$ cat config.mk
export PLATFORM = sky130hd
export DESIGN_NAME = sub32_seq_flat
export DESIGN_NICKNAME = d
export VERILOG_FILES = /design/src/rtl/sub32_seq_if.sv /design/src/rtl/sub32_seq.sv /design/src/flat_wrapper.sv
export SDC_FILE = /design/constraint.sdc
export NUM_CORES = 1
export LEC_CHECK = 0
export CORE_MARGIN = 2
export CORE_UTILIZATION = 53
export CTS_BUF_LIST = sky130_fd_sc_hd__clkbuf_2 sky130_fd_sc_hd__clkbuf_4 sky130_fd_sc_hd__clkbuf_8
export DETAILED_ROUTE_END_ITERATION = 8
export PLACE_DENSITY = 0.91
export REMOVE_ABC_BUFFERS = 1
export SLEW_MARGIN = 20
export SYNTH_ARGS = -nofsm -noshare
export SYNTH_HDL_FRONTEND = slang
export SYNTH_SLANG_ARGS = --single-unit
$ cat constraint.sdc
create_clock -name clk -period 3.9 [get_ports clk]
set_clock_uncertainty 0.15 [all_clocks]
set_input_delay 0.39 -clock clk [delete_from_list [all_inputs] [get_ports clk]]
set_output_delay 0.39 -clock clk [all_outputs]
set_load 0.02 [all_outputs]
$ cat src/rtl/sub32_seq_if.sv
// Valid/ready operand and result bundle for the slice-serial subtractor.
interface sub32_seq_if #(
    parameter int WIDTH = 32
);
    logic             in_valid;
    logic             in_ready;
    logic [WIDTH-1:0] a;
    logic [WIDTH-1:0] b;
    logic             out_valid;
    logic             out_ready;
    logic [WIDTH-1:0] diff;
    logic             borrow;
    logic             ovf;

    modport master (
        output in_valid, a, b, out_ready,
        input  in_ready, out_valid, diff, borrow, ovf
    );

    modport slave (
        input  in_valid, a, b, out_ready,
        output in_ready, out_valid, diff, borrow, ovf
    );
endinterface

$ cat src/rtl/sub32_seq.sv
// Multi-cycle subtractor: diff = a + ~b + 1 using one SLICE-bit adder reused
// over WIDTH/SLICE cycles, low slice first, carry registered between slices.
//
//   state | meaning
//   IDLE  | ready for operands, no result presented
//   RUN   | one slice added per cycle, idx selects the slice
//   DONE  | result held on diff/borrow/ovf until out_ready
module sub32_seq #(
    parameter int WIDTH = 32,
    parameter int SLICE = 16
) (
    input  logic        clk,
    input  logic        areset_n,
    sub32_seq_if.slave  bus
);
    localparam int NSLICE = WIDTH / SLICE;
    localparam int IDXW   = (NSLICE > 1) ? $clog2(NSLICE) : 1;
    localparam logic [IDXW-1:0] LAST_IDX = IDXW'(NSLICE - 1);

    generate
        if (WIDTH % SLICE != 0) begin : g_bad_width
            $error("sub32_seq: WIDTH must be a multiple of SLICE");
        end
    endgenerate

    typedef enum logic [1:0] {IDLE, RUN, DONE} state_t;

    state_t            state, state_nxt;
    logic              accept, in_ready_c, out_valid_c;
    logic              last_slice;
    logic [WIDTH-1:0]  a_r, nb_r, diff_r;
    logic              carry_r, borrow_r, ovf_r;
    logic [IDXW-1:0]   idx;
    logic [SLICE-1:0]  a_sl, nb_sl, s_sl;
    logic              c_out;

    always_comb begin
        a_sl          = a_r[int'(idx)*SLICE +: SLICE];
        nb_sl         = nb_r[int'(idx)*SLICE +: SLICE];
        {c_out, s_sl} = {1'b0, a_sl} + {1'b0, nb_sl} + (SLICE+1)'(carry_r);
        last_slice    = (idx == LAST_IDX);
    end

    always_ff @(posedge clk or negedge areset_n) begin
        if (!areset_n) begin
            state <= IDLE;
        end else begin
            state <= state_nxt;
        end
    end

    always_comb begin
        state_nxt   = state;
        in_ready_c  = 1'b0;
        out_valid_c = 1'b0;
        accept      = 1'b0;
        case (state)
            IDLE: begin
                in_ready_c = 1'b1;
                if (bus.in_valid) begin
                    accept    = 1'b1;
                    state_nxt = RUN;
                end
            end
            RUN: begin
                if (last_slice) begin
                    state_nxt = DONE;
                end
            end
            DONE: begin
                out_valid_c = 1'b1;
                if (bus.out_ready) begin
                    state_nxt = IDLE;
                end
            end
            default: state_nxt = IDLE;
        endcase
    end

    always_ff @(posedge clk or negedge areset_n) begin
        if (!areset_n) begin
            a_r      <= '0;
            nb_r     <= '0;
            diff_r   <= '0;
            carry_r  <= 1'b0;
            borrow_r <= 1'b0;
            ovf_r    <= 1'b0;
            idx      <= '0;
        end else if (accept) begin
            a_r     <= bus.a;
            nb_r    <= ~bus.b;
            carry_r <= 1'b1;
            idx     <= '0;
        end else if (state == RUN) begin
            diff_r[int'(idx)*SLICE +: SLICE] <= s_sl;
            carry_r <= c_out;
            idx     <= last_slice ? '0 : idx + 1'b1;
            if (last_slice) begin
                borrow_r <= ~c_out;
                // a and b differ in sign exactly when a and ~b share an MSB
                ovf_r    <= (a_r[WIDTH-1] == nb_r[WIDTH-1]) && (s_sl[SLICE-1] != a_r[WIDTH-1]);
            end
        end
    end

    assign bus.in_ready  = in_ready_c;
    assign bus.out_valid = out_valid_c;
    assign bus.diff      = diff_r;
    assign bus.borrow    = borrow_r;
    assign bus.ovf       = ovf_r;
endmodule

$ cat src/flat_wrapper.sv
// flat-port wrapper written by rule: the top's interface ports become plain ports
module sub32_seq_flat 
#(
    parameter int WIDTH = 32,
    parameter int SLICE = 16
)
  (clk, areset_n, bus_in_valid, bus_a, bus_b, bus_out_ready, bus_in_ready, bus_out_valid, bus_diff, bus_borrow, bus_ovf);
  sub32_seq_if #(.WIDTH(WIDTH)) bus_i ();
  input  logic clk;
  input  logic areset_n;
  input wire logic [$bits(bus_i.in_valid)-1:0] bus_in_valid;
  input wire logic [$bits(bus_i.a)-1:0] bus_a;
  input wire logic [$bits(bus_i.b)-1:0] bus_b;
  input wire logic [$bits(bus_i.out_ready)-1:0] bus_out_ready;
  output wire logic [$bits(bus_i.in_ready)-1:0] bus_in_ready;
  output wire logic [$bits(bus_i.out_valid)-1:0] bus_out_valid;
  output wire logic [$bits(bus_i.diff)-1:0] bus_diff;
  output wire logic [$bits(bus_i.borrow)-1:0] bus_borrow;
  output wire logic [$bits(bus_i.ovf)-1:0] bus_ovf;
  assign bus_i.in_valid = bus_in_valid;
  assign bus_i.a = bus_a;
  assign bus_i.b = bus_b;
  assign bus_i.out_ready = bus_out_ready;
  assign bus_in_ready = bus_i.in_ready;
  assign bus_out_valid = bus_i.out_valid;
  assign bus_diff = bus_i.diff;
  assign bus_borrow = bus_i.borrow;
  assign bus_ovf = bus_i.ovf;
  sub32_seq #(.WIDTH(WIDTH), .SLICE(SLICE)) u_core (.clk(clk), .areset_n(areset_n), .bus(bus_i));
endmodule
==> results_tabular.tex <==
\begin{tabular}{lr}
\hline
Metric & Value \\
\hline
\multicolumn{2}{l}{\textbf{Status}} \\
\quad Status & finished with violations \\
\quad Violations in the final reports & negative hold slack \\
\multicolumn{2}{l}{\textbf{Floorplanning}} \\
\quad Standard-cell rows & 35 \\
\quad Die footprint & between 10000 and 15000 um\^{}2 \\
\quad Core area & $\sim$9200 um\^{}2 \\
\quad Effective utilization at floorplan & 0.5445 \\
\quad Boundary pin count & about 100 \\
\quad Die outline width & between 100 and 150 um \\
\quad Die Y & roughly 100 um \\
\multicolumn{2}{l}{\textbf{Routing}} \\
\quad Final ANT Viol Nets & 0 \\
\quad Routed length per placed instance & approximately 16 um \\
\quad Detail-routed via count per cell & roughly 5.6 \\
\quad Detailed Route Iter0 Violations & 328 \\
\quad Detailed-route wire length & 11590 um \\
\quad DRC errors left & 0 \\
\quad Iteration count of the initial detailed-routing pass & 5 \\
\quad Via count of the routed design & roughly 4100 \\
\multicolumn{2}{l}{\textbf{Global route}} \\
\quad Number of global-route vias before repair & 4146 \\
\quad Global-route congestion overflow total & 0 \\
\quad Antenna violations before repair & 0 \\
\quad First-pass GRT wire length & about 19000 um \\
\quad Largest net degree at the start of global routing & 75 \\
\quad Tot GR Track Use & 0.2364 \\
\multicolumn{2}{l}{\textbf{Worst setup path}} \\
\quad Crit end category & flip-flop \\
\quad WP data arrival & roughly 3.5 ns \\
\quad Kind of cell adding the most delay to the critical path & compound AO/OA/AOI/OAI gates \\
\quad Setup CP Type & flip-flop to flip-flop \\
\quad Worst endpoint required time & 4.00 ns \\
\quad Cells along the critical path & buf\_4, mux2\_2, fa\_1, inv\_1, fa\_1, nor2b\_1, o21a\_1, o21a\_1, o311a\_1, o31a\_1, o31ai\_1 \\
\quad R2R Path Start & u\_core.idx \\
\quad Depth of the worst register-to-register path & 11 \\
\quad Internal reg-to-reg setup slack & $\sim$0.54 ns \\
\quad Critical path's slowest cell & sky130\_fd\_sc\_hd\_\_fa\_1 \\
\quad Largest fanout on the critical path & 10 \\
\quad Slowest cell delay on critical path & $\sim$0.47 ns \\
\quad Critical R2R Capture & u\_core.bus.diff[30] \\
\quad Critical path buffers and inverters & 2 \\
\quad Crit path launch type & flip-flop \\
\multicolumn{2}{l}{\textbf{Final layout}} \\
\quad Area taken by flip-flops and latches & $\sim$2600 um\^{}2 \\
\quad Total inserted antenna cells & 0 \\
\quad Leading cell type in the layout, fill and taps excluded & sky130\_fd\_sc\_hd\_\_nand2\_1 \\
\quad Fillers & a little under 700 \\
\quad Area added between synthesis and finish & 25.64\% \\
\quad Fraction of layout cells with a size suffix above 1 & 0.1013 \\
\quad Total Nets Final & around 700 \\
\quad Multi-input combinational cell area & roughly 2300 um\^{}2 \\
\quad Top library cells by usage in the layout, fill and taps aside & 170 x sky130\_fd\_sc\_hd\_\_nand2\_1, 102 x sky130\_fd\_sc\_hd\_\_clkdlybuf4s50\_1, 102 x sky130\_fd\_sc\_hd\_\_dfrtp\_1 \\
\quad Final cell count without fillers & between 700 and 800 \\
\multicolumn{2}{l}{\textbf{STA}} \\
\quad Worst Max-Slew Pin Slew & $\sim$0.9 ns \\
\quad Total Negative Setup Slacks & 0 ns \\
\quad Final worst path period need & approximately 3.4 ns \\
\quad Final-report setup violation count & 0 \\
\quad Count of endpoints failing hold in the final timing report & 1 \\
\quad Relative max-transition margin & 0.3980 \\
\quad Unrepaired setup endpoints after global routing & no \\
\quad Portion of the clock cycle consumed by the worst path in the final layout & 0.8613 \\
\quad Max Fclk & $\sim$300 MHz \\
\quad Final Hold Slack & -0.0002512 ns \\
\quad Number of max-slew violations in the final report & 0 \\
\multicolumn{2}{l}{\textbf{Power}} \\
\quad Power per unit of standard cell area & around 1000 nW/um\^{}2 \\
\quad Maximum VDD drop & around 0.0005 V \\
\quad Switching component of the power & between 2 and 3 mW \\
\quad Sequential share of power & 0.292 \\
\quad Fraction of power consumed by the clock network & 0.104 \\
\quad Internal power & 3.514 mW \\
\quad Static power due to leakage & between 2 and 3 nW \\
\quad Switching share of total power & 0.4551 \\
\quad Part of the power in combinational logic & 0.604 \\
\multicolumn{2}{l}{\textbf{Synth}} \\
\quad Yosys synthesis warning count & 0 \\
\quad Synthesized instance count & between 500 and 600 \\
\quad EDFF count, synth & 0 \\
\quad Summed instance area of the synthesized netlist & approximately 5000 um\^{}2 \\
\quad Post-synth top area cell & sky130\_fd\_sc\_hd\_\_dfrtp\_1 \\
\quad Proportion of netlist area held by the largest area contributor & 0.5097 \\
\quad Distinct cell type count after synthesis & 52 \\
\quad Number of synthesized register bits & 102 \\
\quad Avg Synthesized Cell Area & between 9 and 10 um\^{}2 \\
\quad Share of synthesized flip-flops with an asynchronous set or reset & 1.000 \\
\quad Sequential cell area fraction in the yosys report & 0.5097 \\
\quad Cell types with the largest area share after synthesis & sky130\_fd\_sc\_hd\_\_dfrtp\_1 51\%, sky130\_fd\_sc\_hd\_\_nand2\_1 13\%, sky130\_fd\_sc\_hd\_\_mux2\_2 6.7\% \\
\quad Primary FF master, synth & sky130\_fd\_sc\_hd\_\_dfrtp\_1 \\
\multicolumn{2}{l}{\textbf{Clock tree}} \\
\quad Root Buffer Master & sky130\_fd\_sc\_hd\_\_clkbuf\_8 \\
\quad Total clock buffers created by CTS & 9 \\
\quad H-tree depth & 3 \\
\quad Maximum buffer depth of the clock tree & 2 \\
\quad Count of hold-fix buffers inserted at cts & 0 \\
\quad Setup Buffers After CTS & 0 \\
\quad Insertion delay of the later-clocked pin in the worst-skew pair & around 0.37 ns \\
\quad TritonCTS clock tree & done \\
\quad Clock transition at the registers of the reported paths & around 0.090 ns \\
\quad Total number of clock tree sinks & slightly above 100 \\
\quad Total of cells resized after clock tree synthesis & 0 \\
\multicolumn{2}{l}{\textbf{Placement}} \\
\quad Count of placed standard cells including taps & 718 \\
\quad I/O Buffers & approximately 100 \\
\quad Final estimated routing congestion in global placement & about 0.9 \\
\quad Post-DP HPWL & about 8400 um \\
\multicolumn{2}{l}{\textbf{Hold path}} \\
\quad Path class of the lowest-slack min-delay path & primary input to asynchronous set/reset pin \\
\multicolumn{2}{l}{\textbf{Run}} \\
\quad Total of max-cap violations & 0 \\
\hline
\end{tabular}
worst max-delay path by stage:
stage,startpoint,endpoint,slack (ns),cells past startpoint
global placement,u_core.idx,u_core.carry_r,0.76,11
global route,u_core.idx,u_core.bus.diff[30],0.37,11
CTS,u_core.idx,u_core.bus.diff[30],0.57,11
finish,u_core.idx,u_core.bus.diff[30],0.54,11
detailed placement,u_core.idx,u_core.bus.borrow,0.64,11
floorplan,u_core.idx,u_core.bus.diff[30],0.29,10
sequential cells by signal (all words and copies together), names as in the netlist:
| signal | flops |
|---|---|
| u_core.bus.ovf | 1 |
| u_core.nb_r | 32 |
| u_core.a_r | 32 |
| u_core.carry_r | 1 |
| u_core.bus.diff | 32 |
| u_core.bus.borrow | 1 |
| u_core.state | 2 |
| u_core.idx | 1 |
cells in the mapped netlist (3+ instances only):
cell	instances
sky130_fd_sc_hd__nor3_1	6
sky130_fd_sc_hd__a211oi_1	5
sky130_fd_sc_hd__o21ai_0	59
sky130_fd_sc_hd__ha_1	15
sky130_fd_sc_hd__dfrtp_1	102
sky130_fd_sc_hd__a21oi_1	13
sky130_fd_sc_hd__buf_1	3
sky130_fd_sc_hd__nand2_1	171
sky130_fd_sc_hd__inv_1	7
sky130_fd_sc_hd__a31oi_1	4
sky130_fd_sc_hd__o31ai_1	5
sky130_fd_sc_hd__o21a_1	5
sky130_fd_sc_hd__xnor2_1	3
sky130_fd_sc_hd__mux2_2	30
sky130_fd_sc_hd__nor2_1	7
sky130_fd_sc_hd__clkbuf_1	24
sky130_fd_sc_hd__o21ai_1	3
sky130_fd_sc_hd__or4_1	5
sky130_fd_sc_hd__nand2b_1	6
sky130_fd_sc_hd__a21o_1	4
sky130_fd_sc_hd__xor2_1	5
sky130_fd_sc_hd__nor3b_1	3
sky130_fd_sc_hd__nand3_1	5
power groups by stage:
stage / Sequential [mW] / Clock, mW / Combinational [mW]
finish: 1.88 / 0.669 / 3.90
global route: 1.94 / 0.725 / 4.28
CTS: 1.88 / 0.677 / 3.85
detailed placement: 1.89 / 0 / 3.82
global placement: 1.88 / 0 / 3.64
floorplan: 2.06 / 0 / 2.43
cell families after synthesis:
kind of cell | count (synthesis) | share of synthesized area
XOR/XNOR | 8 | 0.01399
flip-flops | 102 | 0.5097
AND/OR/NAND/NOR | 215 | 0.1794
buffers and inverters | 38 | 0.03248
multiplexers | 32 | 0.07146
adder cells (fa/ha/maj) | 17 | 0.04548
AO/OA/AOI/OAI | 116 | 0.1474
per-layer routing:
metal | global-route usage | vias to the layer above | share of wire
met4 | 0.07277 | 0 | 0.020
li1 | - | 1977 | -
met1 | 0.3014 | 1947 | 0.43
met3 | 0.05038 | 24 | 0.053
met5 | 0 | - | 0
met2 | 0.4065 | 142 | 0.50
per-stage QoR:
step | cell area, um^2 | setup WS, ns | power (mW) | util | hold WS, ns
finish | 6291 | 0.5409 | 6.449 | 0.6841 | -0.0002512
global route | 6291 | 0.3707 | 6.938 | 0.6841 | 0.06052
CTS | 6291 | 0.5657 | 6.409 | 0.6841 | 0.02859
detailed placement | 6093 | 0.6356 | 5.716 | 0.6626 | 0.3096
global placement | 6093 | 0.7603 | 5.518 | 0.6626 | 0.3044
floorplan | 4871 | 0.2896 | 4.486 | - | -0.05559
area by class of cell:
class / count / area share
Timing Repair Buffer: 110 / 0.1718
Clock inverter: 5 / 0.009547
Tap cell: 111 / 0.02208
Sequential cell: 102 / 0.4057
Multi-Input combinational cell: 388 / 0.3648
Clock buffer: 10 / 0.02188
Inverter: 7 / 0.004177
No activity file was read; power rests on OpenSTA's default activity.
